## config.mk

```make
export PLATFORM = sky130hd
export DESIGN_NAME = id_ex_operand_stage
export DESIGN_NICKNAME = d
export VERILOG_FILES = /design/src/rtl/cpu_types_pkg.sv /design/src/rtl/id_ex_operand_stage_fwd_select.sv /design/src/rtl/id_ex_operand_stage.sv
export SDC_FILE = /design/constraint.sdc
export NUM_CORES = 1
export LEC_CHECK = 0
export BUFFER_PORTS_ARGS = -buffer_cell sky130_fd_sc_hd__buf_4
export CAP_MARGIN = 25
export CORE_MARGIN = 4
export CORE_UTILIZATION = 51
export DETAILED_ROUTE_END_ITERATION = 16
export PLACE_DENSITY = 0.86
export SYNTH_ARGS = -nofsm -noshare
export SYNTH_HDL_FRONTEND = slang
export SYNTH_SLANG_ARGS = --single-unit
export TNS_END_PERCENT = 1
```

## constraint.sdc

```tcl
create_clock -name CLK -period 7.2 [get_ports CLK]
set_input_delay 1.44 -clock CLK [delete_from_list [all_inputs] [get_ports CLK]]
set_output_delay 1.44 -clock CLK [all_outputs]
set_load 0.02 [all_outputs]
```

## src/rtl/cpu_types_pkg.sv

```systemverilog
// Shared CPU types: datapath widths, ALU/operand-select encodings,
// and the ID/EX latch bundle.
package cpu_types_pkg;

    localparam int WORD_W  = 32;
    localparam int REG_W   = 5;
    localparam int SHAMT_W = 5;

    typedef logic [WORD_W-1:0]  word_t;
    typedef logic [REG_W-1:0]   regbits_t;
    typedef logic [SHAMT_W-1:0] shamt_t;

    typedef enum logic [3:0] {
        ALU_SLL  = 4'd0,
        ALU_SRL  = 4'd1,
        ALU_ADD  = 4'd2,
        ALU_SUB  = 4'd3,
        ALU_AND  = 4'd4,
        ALU_OR   = 4'd5,
        ALU_XOR  = 4'd6,
        ALU_NOR  = 4'd7,
        ALU_SLT  = 4'd8,
        ALU_SLTU = 4'd9
    } aluop_t;

    typedef enum logic [1:0] {
        OP_RT    = 2'd0,
        OP_IMM   = 2'd1,
        OP_SHAMT = 2'd2
    } opsel_t;

    typedef struct packed {
        logic     valid;
        aluop_t   alu_op;
        word_t    rdat1;
        word_t    rdat2;
        word_t    imm;
        shamt_t   shamt;
        regbits_t rs;
        regbits_t rt;
        regbits_t wsel;
        opsel_t   alusrc;
        logic     regwen;
    } id_ex_t;

    // A live source register matches an in-flight writer (r0 never does).
    function automatic logic reg_match(
        input logic     valid,
        input regbits_t src,
        input logic     wen,
        input regbits_t wsel
    );
        return valid && (src != '0) && wen && (wsel == src);
    endfunction

endpackage

```

## src/rtl/id_ex_operand_stage_fwd_select.sv

```systemverilog
// Per-operand hazard resolver: writer match, forward mux, stall detect.
// ID_EX_FWD_EN selects forwarding; otherwise every hazard stalls.
module fwd_select
    import cpu_types_pkg::*;
(
    input  logic     valid,
    input  regbits_t src,
    input  word_t    rdat,
    input  logic     exmem_regwen,
    input  logic     exmem_load,
    input  regbits_t exmem_wsel,
    input  word_t    exmem_result,
    input  logic     memwb_regwen,
    input  regbits_t memwb_wsel,
    input  word_t    memwb_wdat,
    output word_t    fwd,
    output logic     stall,
    output logic     wb_hit
);

    logic ex_hit;

    assign ex_hit = reg_match(valid, src, exmem_regwen, exmem_wsel);
    assign wb_hit = reg_match(valid, src, memwb_regwen, memwb_wsel);

`ifdef ID_EX_FWD_EN
    // Youngest writer wins: EX/MEM ahead of MEM/WB ahead of regfile.
    always_comb begin
        fwd = rdat;
        if (ex_hit)
            fwd = exmem_result;
        else if (wb_hit)
            fwd = memwb_wdat;
    end

    assign stall = ex_hit & exmem_load;
`else
    logic unused_fwd;

    assign unused_fwd = ^{exmem_load, exmem_result};
    assign fwd        = rdat;
    assign stall      = ex_hit | wb_hit;
`endif

endmodule

```

## src/rtl/id_ex_operand_stage.sv

```systemverilog
// ID/EX latch with operand selection feeding the ALU.
// Build with ID_EX_FWD_EN for EX/MEM and MEM/WB forwarding.
module id_ex_operand_stage
    import cpu_types_pkg::*;
(
    input  logic              CLK,
    input  logic              nRST,
    input  logic              en,
    input  logic              flush,
    input  logic              id_valid,
    input  logic [3:0]        id_alu_op,
    input  logic [WORD_W-1:0] id_rdat1,
    input  logic [WORD_W-1:0] id_rdat2,
    input  logic [WORD_W-1:0] id_imm,
    input  logic [4:0]        id_shamt,
    input  logic [REG_W-1:0]  id_rs,
    input  logic [REG_W-1:0]  id_rt,
    input  logic [REG_W-1:0]  id_wsel,
    input  logic [1:0]        id_alusrc,
    input  logic              id_regwen,
    input  logic              exmem_regwen,
    input  logic              exmem_load,
    input  logic [REG_W-1:0]  exmem_wsel,
    input  logic [WORD_W-1:0] exmem_result,
    input  logic              memwb_regwen,
    input  logic [REG_W-1:0]  memwb_wsel,
    input  logic [WORD_W-1:0] memwb_wdat,
    output logic [3:0]        alu_op,
    output logic [WORD_W-1:0] port_a,
    output logic [WORD_W-1:0] port_b,
    output logic              ex_valid,
    output logic              ex_regwen,
    output logic [REG_W-1:0]  ex_wsel,
    output logic [WORD_W-1:0] ex_store,
    output logic              stall_req
);

    id_ex_t q;
    id_ex_t d;
    word_t  fwd1;
    word_t  fwd2;
    logic   stall1;
    logic   stall2;
    logic   wb_hit1;
    logic   wb_hit2;

    fwd_select u_fwd_rs (
        .valid        (q.valid),
        .src          (q.rs),
        .rdat         (q.rdat1),
        .exmem_regwen (exmem_regwen),
        .exmem_load   (exmem_load),
        .exmem_wsel   (exmem_wsel),
        .exmem_result (exmem_result),
        .memwb_regwen (memwb_regwen),
        .memwb_wsel   (memwb_wsel),
        .memwb_wdat   (memwb_wdat),
        .fwd          (fwd1),
        .stall        (stall1),
        .wb_hit       (wb_hit1)
    );

    fwd_select u_fwd_rt (
        .valid        (q.valid),
        .src          (q.rt),
        .rdat         (q.rdat2),
        .exmem_regwen (exmem_regwen),
        .exmem_load   (exmem_load),
        .exmem_wsel   (exmem_wsel),
        .exmem_result (exmem_result),
        .memwb_regwen (memwb_regwen),
        .memwb_wsel   (memwb_wsel),
        .memwb_wdat   (memwb_wdat),
        .fwd          (fwd2),
        .stall        (stall2),
        .wb_hit       (wb_hit2)
    );

    assign stall_req = stall1 | stall2;

    // Pack the decode slot into the latch bundle.
    always_comb begin
        d        = '0;
        d.valid  = id_valid;
        d.alu_op = aluop_t'(id_alu_op);
        d.rdat1  = id_rdat1;
        d.rdat2  = id_rdat2;
        d.imm    = id_imm;
        d.shamt  = id_shamt;
        d.rs     = id_rs;
        d.rt     = id_rt;
        d.wsel   = id_wsel;
        d.alusrc = opsel_t'(id_alusrc);
        d.regwen = id_regwen;
    end

    // Latch update: flush > hold (refresh retiring operands) > advance.
    always_ff @(posedge CLK or negedge nRST) begin
        if (!nRST) begin
            q <= '0;
        end else if (flush) begin
            q <= '0;
        end else if (stall_req) begin
            if (wb_hit1)
                q.rdat1 <= memwb_wdat;
            if (wb_hit2)
                q.rdat2 <= memwb_wdat;
        end else if (en) begin
            q <= d;
        end
    end

    // Route shift amount / immediate onto the ALU ports.
    always_comb begin
        port_a = fwd1;
        port_b = fwd2;
        case (q.alusrc)
            OP_SHAMT: port_a = {{(WORD_W-SHAMT_W){1'b0}}, q.shamt};
            OP_IMM:   port_b = q.imm;
            default:  ;
        endcase
    end

    assign alu_op    = q.alu_op;
    assign ex_store  = fwd2;
    assign ex_wsel   = q.wsel;
    assign ex_valid  = q.valid & ~stall_req;
    assign ex_regwen = q.valid & q.regwen & ~stall_req;

endmodule

```

[Word level (Yosys, flattened, before mapping)]
Cells that the tools add are included.
Storage, ports and cells
  output and inout bits: 108
  input bits: 205
  register bits: 124
Operators by class
  reduce and logical (&&, ||, !) cells: 17
  bitwise gates (word level): 7
  equal/unequal tests: 9
  multiplexer cells: 9
Operators by type and width (number)
  2-to-1 mux 124 bit: 2
  2-to-1 mux 32 bit: 4
  2-to-1 mux 64 bit: 1
  2-to-1 mux 55 bit: 1
  == test 5 bit: 4
  logical AND 1 bit: 10
  nonzero test 5 bit: 2
  inequality test 3 x 2 -> 1 bit (second input constant): 2
  AND reduction 2 bit: 3
  2-to-1 mux 5 bit: 1
  AND 1 bit: 3
  bitwise OR 1 bit: 3
  nonzero test 3 bit: 1
  == test 2 x 1 -> 1 bit (second input constant): 1
  == test 2 bit (second input constant): 1
  inequality test 2 bit (second input constant): 1
  nonzero test 2 bit: 1
  NOT 1 bit: 1

[Depth between registers and ports, before layout]
Gate-level depths: netlist of run 1.
  depth in word-level cells: 8
  gate-level depth with buffers: 8
  depth with buffers taken out: 6

[By module]
Synthesis of run 1 repeated with hierarchy kept, for this count alone.
Unflattened totals
  cell total of the unflattened synthesis: 730
  area total of the unflattened synthesis: 7940.1 µm²
Modules (own cells, without submodules)
  id_ex_operand_stage: area an instance 7174.4 µm², instances 1, cells each 630
  fwd_select: area an instance 382.9 µm², instances 2, cells each 50

[Worst setup path after synthesis of run 1]
Ideal clock, no wire load.
  kind: input -> output
  start: input memwb_wsel[1]
  end: output ex_regwen
  buffers on the path: 2
  required time: 5.760 ns
  arrival: 2.661 ns
  path slack: 3.099 ns
  stages on the path: 7
  path through: xnor2_1 nand3_1 nor3_1 nor4_2 buf_2 buf_6 and3_1
Between the ends
  cells in the longest elaborated chain, start to end: 6
  elaborated cells between the ends (all ways): 9
  classes of those cells: eq/ne: 2; bitwise: 5; reduce/logical: 2
Ends and longest elaborated chain
  start: declaration: line id_ex_operand_stage.sv:26  | input logic [REG_W-1:0] memwb_wsel,
  == test 5 bit: line cpu_types_pkg.sv:53  | return valid && (src != '0) && wen && (wsel == src);
  logical AND 1 bit: line cpu_types_pkg.sv:53
  bitwise OR 1 bit: line id_ex_operand_stage_fwd_select.sv:42  | assign stall = ex_hit | wb_hit;
  bitwise OR 1 bit *: line id_ex_operand_stage.sv:79  | assign stall_req = stall1 | stall2;
  NOT 1 bit *: line id_ex_operand_stage.sv:128  | assign ex_regwen = q.valid & q.regwen & ~stall_req;
  AND 1 bit *: line id_ex_operand_stage.sv:128
  end: declaration: line id_ex_operand_stage.sv:32  | output logic ex_regwen,
Every way passes the cells marked *; elsewhere a longest branch is shown, timed or not.

[Worst setup path in the final report of run 1]
  start: input memwb_wsel[3]
  end: output ex_regwen
The elaborated chain is that of the path after synthesis.

==> results.toml, run 1 <==
[pwr]
total_leakage_power_nw = 5.28
p_sw_share_pct = 25.8
power_density_nw_per_um2 = 212
p_seq_share_pct = 39.1
internal_power_mw = 1.46
ir_drop_mv = 0.145
pwr-share-comb_pct = 18.4
p_clk_share_pct = 42.5
p_switching_mw = 0.508

[worst_setup_path]
cpMaxStageDelayCell = "nor3_1"
crit_type = "in -> out"
max_stage_delay_ns = 0.78
r2r-end = "q[49]"
timing.rr.start = "q[11]"
required_ns = 5.76
critPathMaxFanout = 51
cpMostUsedCell = "buf_4"
crit_path_end_kind = "output port"
worstSetupStartpointType = "input pin"
r2r_slack_ns = 3.65
reg2regPathDepth = 8
cp_data_arrival_time_ns = 3.49
crit_path_cell_trace = "buf_4, xnor2_1, nand3_1, nor3_1, nor4_4, buf_4, and3_1, buf_4"

[drt]
dr_total_vias = 5684
ant_nets = 0
post_drt_wl_per_cell_um = 20.7
firstDrtPassIters = 5
routed_via_density = 5.81
drt_iter0_drc = 363
routed_wl_um = 20300
drc = 0

[global_routing]
grt_max_degree = 78
antenna_found_initial = 0
busiest_layer = "met2"
grt_pass1_vias = 5815
groute.usage.overall_pct = 26.2
grt_use_met2_pct = 44.2
grt_pass1_wl_um = 30700
groute.layer.met1.usage_pct = 32.0
use_met3_pct = 5.76
grt_overflow_total = 0

[clocking]
ctsResizeCount = 0
clk_path_buf_depth = 2
cts.sinks = 124
cts-htree-levels = 4
path_clk_slew_ns = 0.05
ctsHoldBuffers = 0
cts_tree = "yes"
post-cts-setup-buffers = 0
ctsRootBufferMaster = "clkbuf_16"
numCtsBuffers = 17
clock_latency_ns = 0.41

[hold_path]
hp-class = "reg -> reg"
min_to = "q[38]"
hold_path_depth = 1
worst_hold_startpoint = "q[38]"

[timing]
fin_setup_tns_ns = 0
period_needed_ns = 4.93
final-hold-violation-count = 0
tightest_slew_ns = 1.08
period_share_pct = 68.5
setup_viol = 0
slew_violations = 0
rsz0062_at_grt = "false"
finClkSkew_ns = 0.00513
fmax_mhz = 203
relSlewSlack_pct = 28.0

[finish]
drive_gt1_share_pct = 45.0
multi_input_area_sq_um = 3160
insertedDiodeCount = 0
area_growth_pct = 36.6
num-fill-cells = 915
seqCellArea_sq_um = 3100
fin_util_pct = 72.5
layout.nets = 1000

[status]
status = "finished clean"

[synthesis]
yosysWarnings = 0
syn_nets = 784
synth.distinct_cells = 26
syn_area_sq_um = 6810
netlist_instances = 579
syn_area_per_cell_sq_um = 11.8
ys_ff_latch = 124
synth-seq-area-share_pct = 45.6

[die]
num_rows = 41
start_util_pct = 53.1
fp.dieW_um = 124
core_area_sq_um = 12800
fp.dieH_um = 124
die_area_sq_um = 15300
ios = 313

[place]
io_buffers = 279
gp_congestion = 0.957
hpwl_um = 14400

[job]
cap_violations = 0
-- per-stage QoR --
step	cells	hold slack (ns)	setup slack, ns	power [mW]	cell area [sq um]
final	979	0.474	2.27	1.97	9300
after global routing	979	0.486	2.15	2.04	9300
after CTS	976	0.477	2.29	1.98	9220
after detailed placement	945	0.462	2.30	1.14	8640
after global placement	944	0.457	2.40	1.13	8630
after floorplan	579	0.440	3.10	0.964	6810
-- cells by family (layout without fill, tap and decap cells) --
family                    Yosys count  count (layout)  synth area share [%]
AOI/OAI and AO/OA                 127             127                  17.3
xor gates and xnor gates           20              20                  2.57
buffers and inverters              95             323                  8.71
DFF                               124             124                  45.6
muxes                             101             101                  15.5
and+or+nand+nor                   112             112                  10.2
-- cell usage after synthesis --
cell type  count  area share, %
mux2i_1       64            9.4
nor2_1         2           0.11
buf_6          6           0.99
o2bb2ai_1     64            8.2
buf_2          6           0.44
xnor2_1       20            2.6
mux2_2        37            6.1
o21ai_1        2           0.15
inv_1          1          0.055
nand4_1       64            5.9
buf_4         49            5.4
nand3_1        4           0.29
dfrtp_1      124             46
a21bo_1       60            8.8
nor4_2         1           0.18
nor4b_1        2           0.26
nor2b_1        1          0.092
nand2b_1       1          0.092
and3_1         1          0.092
inv_2          1          0.055
buf_1          3           0.17
and2_1        28            2.6
nor3_1         6           0.44
clkbuf_1      29            1.6
or4_1          2           0.22
a21oi_2        1           0.13
-- placed cells by master, fill, tap and decap left out, drive strengths merged, types with 2 or more instances in the layout --
cell type and count:
buf 290, clkinv 4, o2bb2ai 64, nand3 4
a21bo 60, xnor2 20, inv 2, and2 28
clkbuf 24, or4 2, mux2 37, mux2i 64
nor2 2, nand4 64, o21ai 2, nor3 6
bufinv 2, dfrtp 124, nor4b 2
-- worst max-delay path: cells and delay by family --
family	cells	cell delay (ns)
xor+xnor	1	0.18
buf+inv	3	0.64
simple gates	4	1.22
-- final cells by class --
cell class	instances	area share, %
Inverter	2	0.0808
Tap cell	172	2.31
Multi-Input combinational cell	360	34.0
Clock inverter	7	0.942
Timing Repair Buffer	290	24.0
Clock buffer	24	5.29
Sequential cell	124	33.4
-- power groups by stage --
stage	Sequential [mW]	Combinational, mW	Clock, mW
2_1_floorplan	0.769	0.196	0
3_3_place_gp	0.778	0.348	0
3_5_place_dp	0.780	0.358	0
4_1_cts	0.769	0.359	0.848
5_1_grt	0.774	0.386	0.881
6_report	0.770	0.362	0.836
-- metal layers --
| metal | routed length [um] | vias up | share of wire [%] |
|---|---|---|---|
| met3 | 1500 | 51 | 7.4 |
| met5 | 0 | - | 0 |
| met4 | 668 | 0 | 3.3 |
| met1 | 8020 | 2825 | 40 |
| met2 | 10100 | 249 | 50 |
| li1 | - | 2559 | - |
-- worst max path at each step --
stage,from,to,depth (start not counted)
finish,memwb_wsel[3],ex_regwen,8
CTS,memwb_wsel[3],ex_regwen,8
global placement,memwb_wsel[3],ex_regwen,8
global route,memwb_wsel[3],ex_regwen,8
floorplan,memwb_wsel[1],ex_regwen,7
detailed placement,memwb_wsel[3],ex_regwen,8
-- registers in the layout, summed over array words and instances, names as in the netlist --
name and count:
ex_wsel 5, alu_op 4, q 115
No activity file was read; power rests on OpenSTA's default activity.
==> inputs of run 2 (changes only) <==
Settings changed: CORE_UTILIZATION 51 to 43, PLACE_DENSITY 0.86 to 0.77.
Clock period 7.2 ns to 4.1 ns, I/O delays scaled along.
==> results.toml, run 2 (synthesized netlist as in run 1, its figures left out) <==
[global_routing]
grt_pass1_vias = 5866
grt_pass1_wl_um = 32000
grt_max_degree = 74
antenna_found_initial = 0
groute.usage.overall_pct = 22.5
grt_overflow_total = 0

[pwr]
total_power_mw = 3.45
power_density_nw_per_um2 = 369
total_leakage_power_nw = 5.30
ir_drop_mv = 0.257

[finish]
fin_util_pct = 60.9
layout_common_cells = "buf_4 (291), dfrtp_1 (124), nand4_1 (64), mux2i_1 (64), o2bb2ai_1 (64)"
drive_gt1_share_pct = 45.4
largest_reg_flops = 115
layout.nets = 1004
insertedDiodeCount = 0
stdcell_count = 1022
regMostFlops = "q"
layout_commonest_cell = "buf_4"
area_growth_pct = 37.6

[timing]
period_needed_ns = 3.50
relSlewSlack_pct = 37.7
fin_setup_tns_ns = 0
period_share_pct = 85.5
finClkSkew_ns = 0.00594
tightest_slew_ns = 0.931
setup_viol = 0
rsz0062_at_grt = "false"
slew_violations = 0
final-hold-violation-count = 0
fmax_mhz = 285
fin_hold_ws_ns = 0.439

[clocking]
clock_latency_ns = 0.40
numCtsBuffers = 17
cts.sinks = 124
path_clk_slew_ns = 0.05
ctsHoldBuffers = 0
ctsRootBufferMaster = "clkbuf_16"
cts-htree-levels = 4
post-cts-setup-buffers = 0
ctsResizeCount = 0
clk_path_buf_depth = 2
cts_tree = "yes"

[worst_setup_path]
crit_path_end_kind = "output port"
required_ns = 3.28
worstSetupStartpointType = "flop"
critPathMaxFanout = 8
cp_data_arrival_time_ns = 2.68
crit_type = "reg -> out"

[status]
status = "finished clean"

[drt]
routed_via_density = 5.47
drc = 0
drt_iter0_drc = 245
routed_wl_um = 20500
post_drt_wl_per_cell_um = 20.1
firstDrtPassIters = 4
ant_nets = 0
dr_total_vias = 5593

[die]
core_area_sq_um = 15400
ios = 313
start_util_pct = 44.3
fp.dieW_um = 134
num_rows = 45
fp.dieH_um = 134
die_area_sq_um = 17900

[place]
gp_congestion = 0.896
io_buffers = 279
dp.cells = 990
hpwl_um = 14900

[hold_path]
hp-class = "in -> async"

[job]
cap_violations = 0
[run 2: cell count changes in the layout (fill, tap and decap cells not counted), sizes merged]
| cell | before | now |
|---|---|---|
| buf | 290 | 294 |
| clkinv | 4 | 6 |
| clkbuf | 24 | 23 |
| clkinvlp | 1 | 0 |
[run 2: critical path, stage by stage, from the launching register on]
cell     delay (ns)
dfrtp_1        0.45
or4_1          0.53
nor2_1         0.14
nor3_1         0.08
buf_4          0.16
nor4_4         0.53
and3_1         0.24
buf_4          0.14
[run 2: cell type report]
cell class / count / area (sq um)
fill: 1230 / 6010
clock inverter: 8 / 90.1
multi-input combinational: 360 / 3170
tap: 211 / 264
inverter: 2 / 7.51
sequential: 124 / 3100
clock buffer: 23 / 488
timing repair buffer: 294 / 2240
[run 2: routing by layer]
layer | global-route usage, % | vias up | wire length (um)
li1 | - | 2563 | -
met1 | 27.9 | 2767 | 8520
met2 | 38.0 | 221 | 10100
met3 | 5.59 | 42 | 1310
met4 | 8.91 | 0 | 570
met5 | 0 | - | 0
[run 2: power by group]
| part | switching [mW] | total [mW] | leakage, nW | internal, mW |
|---|---|---|---|---|
| Clock | 0.517 | 1.47 | 0.292 | 0.949 |
| Sequential | 0.0552 | 1.35 | 1.65 | 1.30 |
| Combinational | 0.317 | 0.634 | 3.36 | 0.317 |
| Total | 0.888 | 3.45 | 5.30 | 2.56 |
[run 2: path summary, 6_finish.rpt]
kind                       startpoint         to  slack [ns]  depth (start not counted)
max                             q[14]  ex_regwen        0.60                          7
min                              nRST      q[99]        0.44                          1
max reg2reg                     q[14]      q[88]        0.88                          8
min reg2reg                      q[0]       q[0]        0.47                          1
max in group asynchronous        nRST      q[40]        2.78                          2
min in group CLK                 q[0]       q[0]        0.47                          1
[run 2: through the flow]
stage / cell area [sq um] / setup WS [ns]
after floorplan: 6810 / 1.20
after global placement: 8740 / 0.700
after detailed placement: 8760 / 0.728
after CTS: 9330 / 0.577
after global routing: 9360 / 0.479
final: 9360 / 0.596
